### src/rtl/uart_host.sv
// uart_host: RX/TX byte FIFOs and command sequencer for one uart instance.
// Define UART_HOST_OVERRUN_EN to drain the uart into a full RX FIFO and flag drops.
module uart_host #(
    parameter int RX_DEPTH = 16,
    parameter int TX_DEPTH = 16
) (
    input  logic       clk,
    input  logic       reset,
    output logic       u_cmd_read,
    input  logic       u_data_avail,
    input  logic [7:0] u_bus_out,
    output logic       u_cmd_write,
    input  logic       u_busy_write,
    output logic [7:0] u_bus_in,
    input  logic [7:0] tx_data,
    input  logic       tx_valid,
    output logic       tx_ready,
    output logic [7:0] rx_data,
    output logic       rx_valid,
    input  logic       rx_ready,
    output logic       overrun,
    input  logic       overrun_clr
);
    localparam int RPW = $clog2(RX_DEPTH);
    localparam int TPW = $clog2(TX_DEPTH);

    typedef logic [RPW-1:0] rptr_t;
    typedef logic [RPW:0]   rcnt_t;
    typedef logic [TPW-1:0] tptr_t;
    typedef logic [TPW:0]   tcnt_t;

    typedef enum logic [1:0] {R_IDLE, R_REQ, R_CAP} r_state_t;
    typedef enum logic [1:0] {T_IDLE, T_ISSUE, T_GUARD} t_state_t;

    logic [7:0] rx_mem [RX_DEPTH];
    rptr_t      rx_wp, rx_rp;
    rcnt_t      rx_cnt;
    logic       rx_full, rx_push, rx_pop, rx_drop;

    logic [7:0] tx_mem [TX_DEPTH];
    tptr_t      tx_wp, tx_rp;
    tcnt_t      tx_cnt;
    logic       tx_push, tx_pop, tx_empty;

    r_state_t   r_state, r_next;
    t_state_t   t_state, t_next;
    logic       cmd_read_d, cmd_write_d, rd_ok;
    logic [7:0] bus_in_d;

    assign rx_full  = rx_cnt == rcnt_t'(RX_DEPTH);
    assign rx_valid = rx_cnt != '0;
    assign rx_pop   = rx_valid && rx_ready;
    assign rx_data  = rx_valid ? rx_mem[rx_rp] : 8'h00;

    assign tx_ready = tx_cnt != tcnt_t'(TX_DEPTH);
    assign tx_empty = tx_cnt == '0;
    assign tx_push  = tx_valid && tx_ready;

`ifdef UART_HOST_OVERRUN_EN
    assign rd_ok = 1'b1;
`else
    assign rd_ok = !rx_full;
`endif

    // RX storage: captured uart bytes land at the write pointer
    always_ff @(posedge clk) begin
        if (rx_push) rx_mem[rx_wp] <= u_bus_out;
    end

    // RX pointers and occupancy
    always_ff @(posedge clk or negedge reset) begin
        if (!reset) begin
            rx_wp  <= '0;
            rx_rp  <= '0;
            rx_cnt <= '0;
        end else begin
            if (rx_push) rx_wp <= rx_wp + rptr_t'(1);
            if (rx_pop)  rx_rp <= rx_rp + rptr_t'(1);
            if (rx_push && !rx_pop)      rx_cnt <= rx_cnt + rcnt_t'(1);
            else if (!rx_push && rx_pop) rx_cnt <= rx_cnt - rcnt_t'(1);
        end
    end

    // TX storage: CPU bytes land at the write pointer
    always_ff @(posedge clk) begin
        if (tx_push) tx_mem[tx_wp] <= tx_data;
    end

    // TX pointers and occupancy
    always_ff @(posedge clk or negedge reset) begin
        if (!reset) begin
            tx_wp  <= '0;
            tx_rp  <= '0;
            tx_cnt <= '0;
        end else begin
            if (tx_push) tx_wp <= tx_wp + tptr_t'(1);
            if (tx_pop)  tx_rp <= tx_rp + tptr_t'(1);
            if (tx_push && !tx_pop)      tx_cnt <= tx_cnt + tcnt_t'(1);
            else if (!tx_push && tx_pop) tx_cnt <= tx_cnt - tcnt_t'(1);
        end
    end

    // Reader: strobe cmd_read, wait a cycle for bus_out, then capture
    always_comb begin
        r_next     = r_state;
        cmd_read_d = 1'b0;
        rx_push    = 1'b0;
        rx_drop    = 1'b0;
        unique case (r_state)
            R_IDLE: begin
                if (u_data_avail && rd_ok) begin
                    cmd_read_d = 1'b1;
                    r_next     = R_REQ;
                end
            end
            R_REQ: r_next = R_CAP;
            R_CAP: begin
                rx_push = !rx_full;
                rx_drop = rx_full;
                r_next  = R_IDLE;
            end
            default: r_next = R_IDLE;
        endcase
    end

    // Writer: issue one byte, then guard a cycle so busy_write can rise
    always_comb begin
        t_next      = t_state;
        cmd_write_d = 1'b0;
        bus_in_d    = u_bus_in;
        tx_pop      = 1'b0;
        unique case (t_state)
            T_IDLE: begin
                if (!tx_empty && !u_busy_write) begin
                    bus_in_d    = tx_mem[tx_rp];
                    cmd_write_d = 1'b1;
                    tx_pop      = 1'b1;
                    t_next      = T_ISSUE;
                end
            end
            T_ISSUE: t_next = T_GUARD;
            T_GUARD: t_next = T_IDLE;
            default: t_next = T_IDLE;
        endcase
    end

    // FSM state and registered uart strobes
    always_ff @(posedge clk or negedge reset) begin
        if (!reset) begin
            r_state     <= R_IDLE;
            t_state     <= T_IDLE;
            u_cmd_read  <= 1'b0;
            u_cmd_write <= 1'b0;
            u_bus_in    <= 8'h00;
        end else begin
            r_state     <= r_next;
            t_state     <= t_next;
            u_cmd_read  <= cmd_read_d;
            u_cmd_write <= cmd_write_d;
            u_bus_in    <= bus_in_d;
        end
    end

`ifdef UART_HOST_OVERRUN_EN
    // Sticky drop flag; a new drop beats a clear in the same cycle
    always_ff @(posedge clk or negedge reset) begin
        if (!reset)           overrun <= 1'b0;
        else if (rx_drop)     overrun <= 1'b1;
        else if (overrun_clr) overrun <= 1'b0;
    end
`else
    logic unused_ok;
    assign overrun   = 1'b0;
    assign unused_ok = overrun_clr | rx_drop;
`endif

endmodule
### config.mk
export PLATFORM = sky130hd
export DESIGN_NAME = uart_host
export DESIGN_NICKNAME = d
export VERILOG_FILES = /design/src/rtl/uart_host.sv
export SDC_FILE = /design/constraint.sdc
export NUM_CORES = 1
export LEC_CHECK = 0
export ABC_AREA = 1
export CAP_MARGIN = 20
export CORE_UTILIZATION = 55
export CTS_CLUSTER_SIZE = 14
export DETAILED_ROUTE_END_ITERATION = 8
export PLACE_DENSITY_LB_ADDON = 0.05
export SETUP_SLACK_MARGIN = 0.15
export SLEW_MARGIN = 40
export SYNTH_ARGS = -nofsm -noshare
export SYNTH_HDL_FRONTEND = slang
export SYNTH_SLANG_ARGS = --single-unit
### constraint.sdc
create_clock -name clk -period 2.22 [get_ports clk]
set_clock_uncertainty 0.1 [all_clocks]
set_input_delay 0.555 -clock clk [delete_from_list [all_inputs] [get_ports clk]]
set_output_delay 0.555 -clock clk [all_outputs]
set_load 0.03 [all_outputs]
# Word-level counts from Yosys, hierarchy flattened
# Memories as Yosys holds them, arrays and structs flattened. A register that Yosys moved wholly into a read port is not among the register bits.
# Cells that the tools add are included.
# op_classes
n_addsub	8
eq_ne	7
mux	18
reduce_logical	23
# op_table
operator	n
5-bit two-way mux	4
4-bit by 1-bit adder with 4-bit output, second input constant	4
5-bit by 1-bit adder with 5-bit output, second input constant	2
5-bit by 1-bit subtractor with 5-bit output, second input constant	2
1-bit two-way mux	9
1-bit logical AND	8
1-bit logical NOT	8
8-bit two-way mux	1
2-bit one-hot mux with 2 select lines	2
5-bit == test, second input constant	1
5-bit logical NOT	1
5-bit != test, second input constant	1
5-bit nonzero test	1
2-bit by 1-bit == test with 1-bit output, second input constant	2
2-bit logical NOT	2
2-bit two-way mux	2
2-bit != test, second input constant	2
2-bit nonzero test	2
2-bit == test, second input constant	1
2-bit AND reduction	1
# word_totals
regBits	32
mem_bits_rw	256
inputBits	23
out_inout_bits	21
word_cells	68
mem_count	2
# memory_table
memory	words	word_bits	read_ports	rd_clocked_by_memory_dff	write_ports	line_no	source
rx_mem	16	8	1	0	1	35	logic [7:0] rx_mem [RX_DEPTH];
tx_mem	16	8	1	1	1	40	logic [7:0] tx_mem [TX_DEPTH];

# Longest topological paths before layout
# depth
ltp_word	8
depth_mapped	13
mapped_depth_nobuf	13

# Worst setup path before layout
# OpenSTA, ideal clock, no wires.
# synth_path
kind	register to register
startpoint	reg tx_cnt[1]
endpoint	reg tx_cnt[4]
setup_time_ns	0.121
arrival_ns	2.425
required_ns	1.999
setup_slack_ns	-0.426
stages_incl_launch_ff	14
n_path_buf	0
period_less_slack_ns	2.646
cell_sequence	dfrtp_1 > nor4_2 > nand2_1 > nand2_1 > inv_1 > ha_1 > inv_1 > ha_1 > a21oi_1 > o21ai_0 > a21oi_1 > o21ai_0 > nand2_1 > nand2_1
# synth_via
elab_cells_between_ends	16
classes_between	add/sub: 2; eq/ne: 1; mux: 4; reduce/logical: 9
# synth_lines
item	line_no	source
from (decl)	42	tcnt_t tx_cnt;
from (signal assigned)	98	if (tx_push && !tx_pop) tx_cnt <= tx_cnt + tcnt_t'(1);
from (signal assigned)	99	else if (!tx_push && tx_pop) tx_cnt <= tx_cnt - tcnt_t'(1);
5-bit != test *	55	assign tx_ready = tx_cnt != tcnt_t'(TX_DEPTH);
via tx_ready	17	output logic tx_ready,
1-bit logical AND *	57	assign tx_push = tx_valid && tx_ready;
via tx_push	43	logic tx_push, tx_pop, tx_empty;
1-bit logical NOT	99	
1-bit logical AND	99	
2-bit nonzero test (no source line)	n/a	
# The timed path passes the listed nets; every way through them passes the cells marked *. The select of a mux whose other input is x is not followed.
# A chain may end at the register's enable or synchronous reset.

# Worst setup path in the final report
# layout_path
startpoint	reg rx_rp[0]
endpoint	out rx_data[6]
# layout_via
elab_chain_cells	2
# layout_lines
item	line_no	source
from (decl)	36	rptr_t rx_wp, rx_rp;
from (signal assigned)	78	if (rx_pop) rx_rp <= rx_rp + rptr_t'(1);
memory 16 x 8 bit	n/a	
8-bit two-way mux	53	assign rx_data = rx_valid ? rx_mem[rx_rp] : 8'h00;
to (decl)	18	output logic [7:0] rx_data,
# No other way between the ends.

==> flow_summary.yaml <==
drt:
  wl_per_cell_um: 18.09
  drt-total-wl_mm: 30.48
  vias: 8984
  via_per_inst: 5.332
  drtIter0Drc: 772
  drc_errors: 0
  dr.pass1.iters: 5
  postRouteAntennaNets: 0
synth:
  synth_area_leader_cell: "edfxtp_1"
  ys_types: 29
  synth_area_leaders: "edfxtp_1 (60%), nand2_1 (12%), dfrtp_1 (7.8%)"
  yosysSeqAreaShare_pct: 67.44
  yosysWarnings: 0
  synth_seq_cells: 296
  synth_top_area_share_pct: 59.67
  postSynthAreaPerCell_um2: 10.53
  synth_cells: 1223
  syn_area_um2: 12880
  synth_fp_nets: 1267
setup_path:
  crit_required_ps: 1560
  endpoint_kind: "primary output"
  crit_chain: "buf_6, buf_6, nand2_1, nand3_1, nand3_1, nand2_1, nand2_1, a21oi_2, buf_6"
  slowest_stage: "dfrtp_2"
  critical_path_class: "flop to primary output"
  start_kind: "flop"
  crit_fanout: 6
  cpPeakStageDelay_ps: 430
  cp.arrival_ps: 2040
status:
  violations: "setup timing"
  status: "finished, violations left"
timing:
  rsz0062_at_grt: "true"
  maxClockFrequency_ghz: 0.3713
  finalCritPeriodShare_pct: 121.3
  worst_pin_slew_ps: 715.3
  fin_tns_setup_ps: -4294
  slew_viol_final: 0
  finalHoldViolations: 0
  setup_viol: 13
  worst_slack_ps: -473.3
  maxSlewHeadroom_pct: 52.16
  period_needed_ps: 2693
worst_hold_path:
  hold_class: "flop to flop"
clock_tree:
  clock-sinks: 296
  clockBufferDepth: 3
  clkTransAtPathRegs_ps: 60
  cts_tree: "built"
  htree_levels: 1
  root_buffer: "clkbuf_16"
  clock_latency_ps: 550
  numCtsBuffers: 30
layout:
  fillers: 1616
  area_growth_pct: 24.70
  antenna_cells: 0
  final_nets: 1392
  drive_above_1_share_pct: 18.66
  final_common_cell: "nand2_1"
  final_cell_mix: "nand2_1 (400), edfxtp_1 (256), nand3_1 (180)"
  instances_no_fill: 1685
  stdcell_area_um2: 16060
place:
  dp_slack_ps: -301.0
  hpwl_mm: 18.18
  dpl_cell_area_um2: 14160
  dpl.cell_count: 1596
  place_congestion: 0.8093
  portBuffers: 41
floorplan:
  die_x_um: 155.0
  rows: 55
  core_area_um2: 22780
  design.portCount: 44
  die_area_um2: 24040
  initial_utilization_pct: 56.56
  dieHeight_um: 155.0
global_routing:
  grt_pass1_wl_mm: 45.84
  grt_overflow: 0
  grt_antenna_before_repair: 0
  grt_pass1_vias: 8264
  track_usage_pct: 25.37
  grt_max_degree: 50
pwr:
  power_leakage_nw: 6.655
  p_per_area_nw_per_um2: 1320
  ir_worst_vdd_mv: 0.7815
job:
  max_cap_violations: 0
where the power goes:
| group | switching, W | leakage, nW | internal [W] | total, W |
|---|---|---|---|---|
| Combinational | 0.00554 | 3.36 | 0.00355 | 0.00908 |
| Clock | 0.00205 | 0.489 | 0.00295 | 0.00500 |
| Sequential | 0.000422 | 2.80 | 0.00670 | 0.00712 |
| Total | 0.00801 | 6.65 | 0.0132 | 0.0212 |
worst paths after layout:
| check | slack, ps | to | cells after the start | startpoint |
|---|---|---|---|---|
| worst max-delay path | -470 | rx_data[6] | 9 | rx_rp[0]$_DFFE_PN0P_ |
| worst min-delay path | 340 | t_state[1]$_DFFE_PN0P_ | 1 | t_state[1]$_DFFE_PN0P_ |
| worst max register to register | -290 | rx_cnt[4]$_DFFE_PN0P_ | 17 | rx_cnt[1]$_DFFE_PN0P_ |
| worst min register to register | 340 | t_state[1]$_DFFE_PN0P_ | 1 | t_state[1]$_DFFE_PN0P_ |
| max in group asynchronous | 1350 | tx_rp[0]$_DFFE_PN0P_ | 3 | reset |
| min in group asynchronous | 420 | tx_wp[3]$_DFFE_PN0P_ | 3 | reset |
stage by stage:
| stage | util [%] | hold slack (ps) | power [W] |
|---|---|---|---|
| 2_1_floorplan | - | 159.4 | 0.01220 |
| 3_3_place_gp | 62.19 | 331.1 | 0.01483 |
| 3_5_place_dp | 62.19 | 335.2 | 0.01496 |
| 4_1_cts | 68.12 | 343.1 | 0.02056 |
| 5_1_grt | 70.52 | 353.4 | 0.02236 |
| 6_report | 70.52 | 343.5 | 0.02120 |
critical path, delay by kind of cell (launching register included):
family	cells	cell delay (ps)
flip-flops	1	430
AO/OA/AOI/OAI	1	160
AND/OR/NAND/NOR	5	450
buffers and inverters	3	450
synthesized netlist by cell type:
cell type,n
clkinv_1,3
buf_6,1
buf_2,29
dfrtp_1,40
buf_1,3
o211ai_1,1
nor2_1,25
nand2_2,1
nand3_1,200
inv_2,2
buf_4,15
a31oi_1,1
xnor2_1,4
or2_1,1
nand4_1,1
xor2_1,11
nor4_2,1
a21boi_0,1
edfxtp_1,256
nand2_1,415
conb_1,1
nand3_2,1
a21oi_1,13
ha_1,19
inv_1,133
clkbuf_1,10
fa_1,2
nor3_1,20
o21ai_0,13
cell families after synthesis:
group           count (synthesis)  synth area share [%]
other cells                     1               0.02911
buf+inv                       196                 6.488
simple gates                  665                 21.69
fa+ha+maj                      21                 2.156
xor+xnor                       15                 1.020
flops                         296                 67.44
compound gates                 29                 1.175
final cells by class:
type / instances / area [µm²] / area share (%)
Clock buffer: 44 / 874.6 / 5.444
Clock inverter: 12 / 111.4 / 0.6932
Inverter: 138 / 535.5 / 3.334
Multi-Input combinational cell: 731 / 3829 / 23.83
Sequential cell: 296 / 8691 / 54.10
Tap cell: 313 / 391.6 / 2.438
Timing Repair Buffer: 151 / 1632 / 10.16
routing by layer:
metal / routed length [µm] / global-route usage (%) / part of all wire, %
met5: 0 / 0 / 0
met4: 601 / 6.601 / 2.0
met3: 2311 / 4.150 / 7.6
met2: 13640 / 37.37 / 45
met1: 13930 / 39.28 / 46
flip-flops by register name, summed over array words and instances (netlist names), 2 cells and up:
register / flops
t_state: 2
tx_wp: 4
rx_mem: 128
r_state: 2
rx_cnt: 5
tx_mem: 128
u_bus_in: 8
rx_rp: 4
rx_wp: 4
tx_rp: 4
tx_cnt: 5
repair_timing:
action                                 4_1_cts  5_1_grt
setup endpoints to repair                   25      146
gates cloned                                 1        2
buffers inserted                            10       19
hold buffers                                 1        0
endpoints found under the hold margin       40        0
pin swaps                                   20       20
resized for setup                           81       68
Note: power is estimated with default switching activity, not from simulation.
